[src/rtl/cmd_sequencer.sv]
// cmd_sequencer: parses UART command bytes, holds the mux config registers and pushes response bytes into the TX FIFO
// Ports:
//   clk, rst_n        - system clock, asynchronous active-low reset
//   rx_valid, rx_data - received byte strobe and data from uart_rx
//   fifo_full         - TX FIFO back-pressure
//   fifo_wr_en/_data  - response byte push into TX FIFO
//   enabled_out       - output-enable mask to mux
//   selectors         - pin-map selectors to mux (2 bits per output)
//   busy              - not IDLE
//   rx_drop           - pulse: byte discarded while responding
//   err_timeout       - pulse: partial write abandoned after payload timeout
// Build option: define CMD_ACK_EN to send a 0xAA ack byte after each committed write.
module cmd_sequencer #(
  parameter int          TIMEOUT_CYCLES = 65535,
  parameter logic [15:0] MASK_RESET     = 16'hAA55,
  parameter logic [31:0] SEL_RESET      = 32'h0000_0000
) (
  input  logic        clk,
  input  logic        rst_n,
  input  logic        rx_valid,
  input  logic [7:0]  rx_data,
  input  logic        fifo_full,
  output logic        fifo_wr_en,
  output logic [7:0]  fifo_wr_data,
  output logic [15:0] enabled_out,
  output logic [31:0] selectors,
  output logic        busy,
  output logic        rx_drop,
  output logic        err_timeout
);
  localparam int TW = $clog2(TIMEOUT_CYCLES);
  typedef enum logic [1:0] {IDLE, RX_PAYLOAD, TX_RESP} state_t;
  state_t        state_q, state_d;
  logic [2:0]    cnt_q, cnt_d;
  logic [31:0]   sh_q, sh_d, sh_in;
  logic          tgt_q, tgt_d;
  logic [TW-1:0] tmo_q, tmo_d;
  logic [15:0]   mask_q, mask_d;
  logic [31:0]   sel_q, sel_d;
  logic          drop_q, drop_d, err_q, err_d;
  // sh_q doubles as the payload assembler (bytes enter at the top, so the
  // newest byte is most significant) and as the response shifter (low byte out).
  assign sh_in        = {rx_data, sh_q[31:8]};
  assign fifo_wr_en   = (state_q == TX_RESP) && !fifo_full;
  assign fifo_wr_data = (state_q == TX_RESP) ? sh_q[7:0] : 8'h00;
  assign enabled_out  = mask_q;
  assign selectors    = sel_q;
  assign busy         = state_q != IDLE;
  assign rx_drop      = drop_q;
  assign err_timeout  = err_q;
  always_comb begin
    state_d = state_q;
    cnt_d   = cnt_q;
    sh_d    = sh_q;
    tgt_d   = tgt_q;
    tmo_d   = tmo_q;
    mask_d  = mask_q;
    sel_d   = sel_q;
    drop_d  = 1'b0;
    err_d   = 1'b0;
    case (state_q)
      IDLE: begin
        if (rx_valid && (rx_data == 8'h01 || rx_data == 8'h02)) begin
          state_d = TX_RESP;
          cnt_d   = (rx_data == 8'h01) ? 3'd2 : 3'd4;
          sh_d    = (rx_data == 8'h01) ? {16'h0000, mask_q} : sel_q;
        end else if (rx_valid && (rx_data == 8'h03 || rx_data == 8'h04)) begin
          state_d = RX_PAYLOAD;
          cnt_d   = (rx_data == 8'h03) ? 3'd2 : 3'd4;
          sh_d    = '0;
          tgt_d   = rx_data == 8'h04;
          tmo_d   = '0;
        end
      end
      RX_PAYLOAD: begin
        if (rx_valid) begin
          sh_d  = sh_in;
          cnt_d = cnt_q - 3'd1;
          tmo_d = '0;
          if (cnt_q == 3'd1) begin
            // a 2-byte mask payload ends up in the top half of the assembler
            if (tgt_q) sel_d = sh_in;
            else mask_d = sh_in[31:16];
`ifdef CMD_ACK_EN
            state_d = TX_RESP;
            cnt_d   = 3'd1;
            sh_d    = 32'h0000_00AA;
`else
            state_d = IDLE;
`endif
          end
        end else if (tmo_q == TW'(TIMEOUT_CYCLES - 1)) begin
          state_d = IDLE;
          cnt_d   = '0;
          err_d   = 1'b1;
        end else begin
          tmo_d = tmo_q + 1'b1;
        end
      end
      TX_RESP: begin
        drop_d = rx_valid;
        if (fifo_wr_en) begin
          sh_d  = {8'h00, sh_q[31:8]};
          cnt_d = cnt_q - 3'd1;
          if (cnt_q == 3'd1) state_d = IDLE;
        end
      end
      default: state_d = IDLE;
    endcase
  end
  always_ff @(posedge clk or negedge rst_n) begin
    if (!rst_n) begin
      state_q <= IDLE;
      cnt_q   <= '0;
      sh_q    <= '0;
      tgt_q   <= 1'b0;
      tmo_q   <= '0;
      mask_q  <= MASK_RESET;
      sel_q   <= SEL_RESET;
      drop_q  <= 1'b0;
      err_q   <= 1'b0;
    end else begin
      state_q <= state_d;
      cnt_q   <= cnt_d;
      sh_q    <= sh_d;
      tgt_q   <= tgt_d;
      tmo_q   <= tmo_d;
      mask_q  <= mask_d;
      sel_q   <= sel_d;
      drop_q  <= drop_d;
      err_q   <= err_d;
    end
  end
endmodule

[config.mk]
export PLATFORM = sky130hd
export DESIGN_NAME = cmd_sequencer
export DESIGN_NICKNAME = d
export VERILOG_FILES = /design/src/rtl/cmd_sequencer.sv
export SDC_FILE = /design/constraint.sdc
export NUM_CORES = 1
export LEC_CHECK = 0
export CORE_ASPECT_RATIO = 0.75
export CORE_MARGIN = 10
export CORE_UTILIZATION = 40
export DETAILED_ROUTE_END_ITERATION = 10
export PLACE_DENSITY = 0.7
export SLEW_MARGIN = 10
export SYNTH_ARGS = -nofsm -noshare
export SYNTH_HDL_FRONTEND = slang
export SYNTH_SLANG_ARGS = --single-unit
[constraint.sdc]
create_clock -name clk -period 6.3 [get_ports clk]
set_input_delay 0.945 -clock clk [delete_from_list [all_inputs] [get_ports clk]]
set_output_delay 0.945 -clock clk [all_outputs]
set_load 0.05 [all_outputs]
# [Word-level counts from Yosys, hierarchy flattened]
# Index checks and enable logic that the tools add are counted.
[classes] n_addsub=2 n_eq_ne=15 mux=31 n_bitwise=2 n_reduce_logical=17
[op_table] operator="32-bit two-way mux" n=5
[op_table] operator="32-bit one-hot mux with 3 select lines" n=1
[op_table] operator="16-bit two-way mux" n=4
[op_table] operator="16-bit one-hot mux with 2 select lines" n=1
[op_table] operator="3-bit two-way mux" n=7
[op_table] operator="4-bit AND reduction" n=5
[op_table] operator="16-bit by 1-bit adder with 16-bit output, second input constant" n=1
[op_table] operator="16-bit == test, second input constant" n=1
[op_table] operator="8-bit by 2-bit == test with 1-bit output, second input constant" n=2
[op_table] operator="2-bit two-way mux" n=6
[op_table] operator="3-bit != test, second input constant" n=3
[op_table] operator="3-bit one-hot mux with 3 select lines" n=1
[op_table] operator="8-bit by 1-bit == test with 1-bit output, second input constant" n=1
[op_table] operator="8-bit by 3-bit == test with 1-bit output, second input constant" n=1
[op_table] operator="8-bit two-way mux" n=1
[op_table] operator="2-bit != test, second input constant" n=4
[op_table] operator="2-bit one-hot mux with 3 select lines" n=1
[op_table] operator="3-bit AND reduction" n=2
[op_table] operator="1-bit two-way mux" n=4
[op_table] operator="2-bit nonzero test" n=2
[op_table] operator="3-bit by 1-bit == test with 1-bit output, second input constant" n=1
[op_table] operator="1-bit logical AND" n=3
[op_table] operator="3-bit nonzero test" n=1
[op_table] operator="3-bit by 1-bit subtractor with 3-bit output, second input constant" n=1
[op_table] operator="other kinds (6)" n=8
[totals] ff_bits=104 inputBits=12 out_inout_bits=60 wordCells=76

# [Logic depth before layout (Yosys ltp)]
[logic_depth] ltp_word=6 mapped_depth=9 ltp_nobuf=7

# [Worst setup path before layout]
# OpenSTA, ideal clock, no wires.
[synth_timing] kind="input-to-reg" from="input port rx_data[5]" to="register sh_q[0]" setup_ns=0.132 arrival_time_ns=2.847 required_time_ns=6.168 setup_slack_ns=3.321 path_stages=8 path_buffers=3 cell_sequence="or4_1 buf_2 or4_4 buf_6 buf_12 mux2_4 a22oi_2 o21ai_1"
[synth_between] elab_chain_cells=5 word_cells_on_any_way=13 cone_classes="eq/ne: 5; mux: 3; reduce/logical: 5"
[synth_lines] element="start: declaration" line_no="21" text="input logic [7:0] rx_data,"
[synth_lines] element="8-bit by 1-bit == test with 1-bit output, or another cell as far along" line_no="63, 66"
[synth_lines] element="1-bit logical OR, on equally long branches" line_no="63, 67"
[synth_lines] element="1-bit logical AND, on equally long branches" line_no="63, 67"
[synth_lines] element="3-bit != test (no line) or 32-bit two-way mux (tied branches)"
[synth_lines] element="4-bit AND reduction (no line) or 32-bit one-hot mux with 3 select lines (tied branches)"
[synth_lines] element="end signal: assignment" line_no="115" text="sh_q <= '0;"
[synth_lines] element="end signal: assignment" line_no="125" text="sh_q <= sh_d;"
[synth_lines] element="end: declaration" line_no="35" text="logic [31:0] sh_q, sh_d, sh_in;"
# Several ways; a longest one is shown, not always the timed one.
# A chain may end at the register's enable or synchronous reset.

# [Worst setup path after layout]
[layout_timing] from="input port rx_data[5]" to="register sh_q[24]"
# The elaborated chain is that of the path after synthesis.

==> reports/qor.csv <==
stage;metric;value;unit
clock_tree;cts-resized-gates;0;
global_route;pin_count_of_the_biggest_net_entering_global_routing;73;
yosys;synth_area_per_cell;11.08;µm²
floorplanning;area_of_the_core;12390;µm²
power;power.share.sequential;41.1;%
clock_tree;clock_sink_count;104;
yosys;synth_compound_area_share;16.71;%
worst_setup_path;worst-endpoint-arrival;3.69;ns
yosys;cell_variety_after_synth;50;
clock_tree;path_clk_slew;0.07;ns
yosys;post_synthesis_instance_total;461;
worst_setup_path;ff2ff_setup_slack;3.27;ns
route;drt-total-wl;12760;µm
timing;rsz0062_at_grt;false;
floorplanning;num_rows;35;
worst_setup_path;endpoint_kind;flop;
timing;fmaxAchievable;0.2858;GHz
clock_tree;htree_num_levels;3;
global_route;grt_pass1_vias;3888;
worst_setup_path;worst_r2r_path_depth;6;
hold_path;min_delay_worst_endpoint;sh_q[6]$_DFFE_PN0P_;
timing;final-max-slew-violation-count;0;
power;peakVddDrop;267.4;µV
yosys;synth.net_count;481;
power;power.switching;863.3;µW
timing;period_needed;3.499;ns
clock_tree;cts_root_buffer;sky130_fd_sc_hd__clkbuf_16;
power;power_switching_share;39.26;%
timing;timing.final.setup_violations;0;
clock_tree;clock_latency;0.35;ns
place;place_ws;2.457;ns
yosys;synth_edf_count;0;
yosys;flops_latches_synth;104;
floorplanning;initial_utilization;41.21;%
floorplanning;floorplan.die_area;17740;µm²
clock_tree;tritoncts;yes;
power;clkPwrFrac;26.2;%
timing;final_hold_vios;0;
layout;fin_nets;540;
layout;syn2layout_area_growth;21.93;%
worst_setup_path;worstSetupStartpoint;rx_data[5];
route;first_iter_violations;391;
timing;timing_worst_slew_pin_value;1.224;ns
worst_setup_path;critical_path.reg2reg.endpoint;tmo_q[3]$_DFFE_PN0P_;
yosys;mappedNetlistArea;5107;µm²
place;place_congestion;0.8393;
route;number_of_iterations_in_the_first_detailed_routing_pass;5;
timing;finalCritPeriodShare;55.54;%
yosys;share_of_the_yosys_chip_area_belonging_to_registers;51.15;%
timing;final_critical_path_setup_slack;2.801;ns
route;route.detailed.vias_per_inst;5.501;
yosys;ys.warnings.count;0;
power;power-per-cell-area;353.1;nW/µm²
global_route;antenna_found_initial;0;
layout;layout.cells.most_common_list;sky130_fd_sc_hd__dfrtp_1, sky130_fd_sc_hd__clkdlybuf4s50_1, sky130_fd_sc_hd__mux2_2;
timing;timing.max_slew.rel_slack;18.40;%
clock_tree;cts_setup_buffers;0;
route;post_drt_wl_per_cell;18.47;µm
worst_setup_path;required;6.50;ns
yosys;asyncSetResetFlopFracSynth;100.0;%
hold_path;timing.hold.worst.class;reg2reg;
yosys;synth_adder_area_share;1.960;%
place;io_buffers;71;
worst_setup_path;critical_path_start_type;input port;
yosys;post_synth_mux_area_share;14.63;%
floorplanning;num_io_pins;72;
hold_path;worst_hold_depth;2;
power;internal-power;1.336;mW
global_route;global_route.overflow_total;0;
power;power.share.combinational;32.8;%
power;power_leakage;2.662;nW
run_status;outcome;completed;
layout;final_common_cell;sky130_fd_sc_hd__dfrtp_1;
global_route;grt_overall_usage;14.65;%
timing;setup_tns;0;ns
layout;final_layout_size_suffix_gt1_share;21.90;%
yosys;synth_xor_area_share;0.1715;%
floorplanning;die_boundary_height;117.9;µm
yosys;synthSimpleGateAreaFrac;11.76;%
route;via_count;3801;
timing;clock_skew;0.009977;ns
hold_path;worst_hold_startpoint;sh_q[6]$_DFFE_PN0P_;
layout;antenna-diode-count;0;
route;drc;0;
worst_setup_path;timing.critical_path.fanout_max;17;
job;maxCapViolations;0;
place;detailedPlacementHpwl;9192;µm
worst_setup_path;r2r_start;state_q[1]$_DFFE_PN0P_;
clock_tree;cts_buffer_depth;2;
floorplanning;chipWidth;150.5;µm
yosys;synthFlopType;sky130_fd_sc_hd__dfrtp_1;
route;postRouteAntennaNets;0;
clock_tree;numCtsBuffers;9;
clock_tree;hold_buffers;0;
worst_setup_path;timing_worst_setup_path_type;in2reg;
layout;utilization;50.25;%
yosys;synth_top_family_by_area;compound AO/OA/AOI/OAI gates;
global_route;global_route_wire_length_before_repair;21150;µm
layer usage:
layer	routed length (µm)	track usage [%]	up-vias
met3	845	4.648	6
met5	0	0	-
met4	78	3.091	0
met1	6206	20.73	1902
met2	5632	21.23	98
li1	-	-	1795
per-stage QoR:
step                std cells  hold WS, ns  cell area (µm²)  total power [mW]
floorplan                 461       0.4480             5107             1.382
finish                    691       0.4839             6227             2.199
CTS                       691       0.4871             6227             2.219
detailed placement        675       0.4707             5921             1.635
global placement          675       0.4635             5921             1.616
global route              691       0.5136             6227             2.320
critical path, stage by stage:
cell                              delay [ns]
sky130_fd_sc_hd__clkdlybuf4s50_1        0.47
sky130_fd_sc_hd__or4_1                  0.70
sky130_fd_sc_hd__or4_4                  0.71
sky130_fd_sc_hd__and3_1                 0.52
sky130_fd_sc_hd__a21oi_1                0.24
sky130_fd_sc_hd__o21ai_0                0.10
state kept, by name, summed over array words and instances, names as in the netlist:
signal       count
selectors       32
sh_q            32
enabled_out     16
tmo_q           16
cnt_q            3
state_q          2
err_timeout      1
rx_drop          1
tgt_q            1
power groups by stage:
stage	Sequential (mW)	Clock [mW]	Combinational (mW)
after floorplan	1.04	0	0.341
after global placement	0.908	0	0.708
after detailed placement	0.912	0	0.723
after CTS	0.900	0.593	0.726
after global routing	0.917	0.618	0.785
final	0.903	0.576	0.721
how the worst max path moves through the flow:
stage / slack [ns] / depth (start not counted) / to
final: 2.80 / 6 / sh_q[24]$_DFFE_PN0P_
after global routing: 2.72 / 6 / tmo_q[3]$_DFFE_PN0P_
after CTS: 2.84 / 6 / sh_q[24]$_DFFE_PN0P_
after detailed placement: 2.46 / 6 / sh_q[24]$_DFFE_PN0P_
after global placement: 2.56 / 6 / sh_q[31]$_DFFE_PN0P_
after floorplan: 3.32 / 8 / sh_q[0]$_DFFE_PN0P_
logic make-up after synthesis:
logic type	Yosys count
AO/OA/AOI/OAI	125
AND/OR/NAND/NOR	121
flip-flops	104
multiplexers	63
buffers and inverters	39
adder cells (fa/ha/maj)	8
XOR/XNOR	1
area by class of cell:
| type | count | area, µm² |
|---|---|---|
| inverter | 10 | 37.54 |
| tap | 166 | 207.7 |
| clock inverter | 5 | 63.81 |
| fill | 1083 | 6166 |
| timing repair buffer | 77 | 753.2 |
| sequential | 104 | 2613 |
| multi-input combinational | 318 | 2310 |
| clock buffer | 11 | 242.7 |
synthesized netlist by cell type, drive strengths merged (2+ instances only):
library cell / n / area (µm²)
and3: 11 / 68.82
a22oi: 24 / 270.3
dfrtp: 96 / 2402
nor4: 2 / 12.51
dfstp: 8 / 210.2
o21ai: 58 / 290.3
inv: 9 / 33.78
nor2b: 5 / 31.28
nor3: 4 / 20.02
nand2: 45 / 168.9
o41ai: 2 / 17.52
buf: 6 / 60.06
ha: 8 / 100.1
o21bai: 2 / 15.01
or3: 2 / 12.51
clkbuf: 23 / 87.58
a31oi: 6 / 37.54
mux2: 63 / 747.0
nand3: 7 / 35.03
a41oi: 2 / 17.52
and2: 10 / 62.56
nor2: 17 / 63.81
o211ai: 2 / 15.01
or4: 4 / 33.78
nand2b: 4 / 25.02
nand4: 8 / 50.05
o31ai: 4 / 30.03
a21oi: 16 / 87.59
Note: power is estimated with default switching activity, not from simulation.
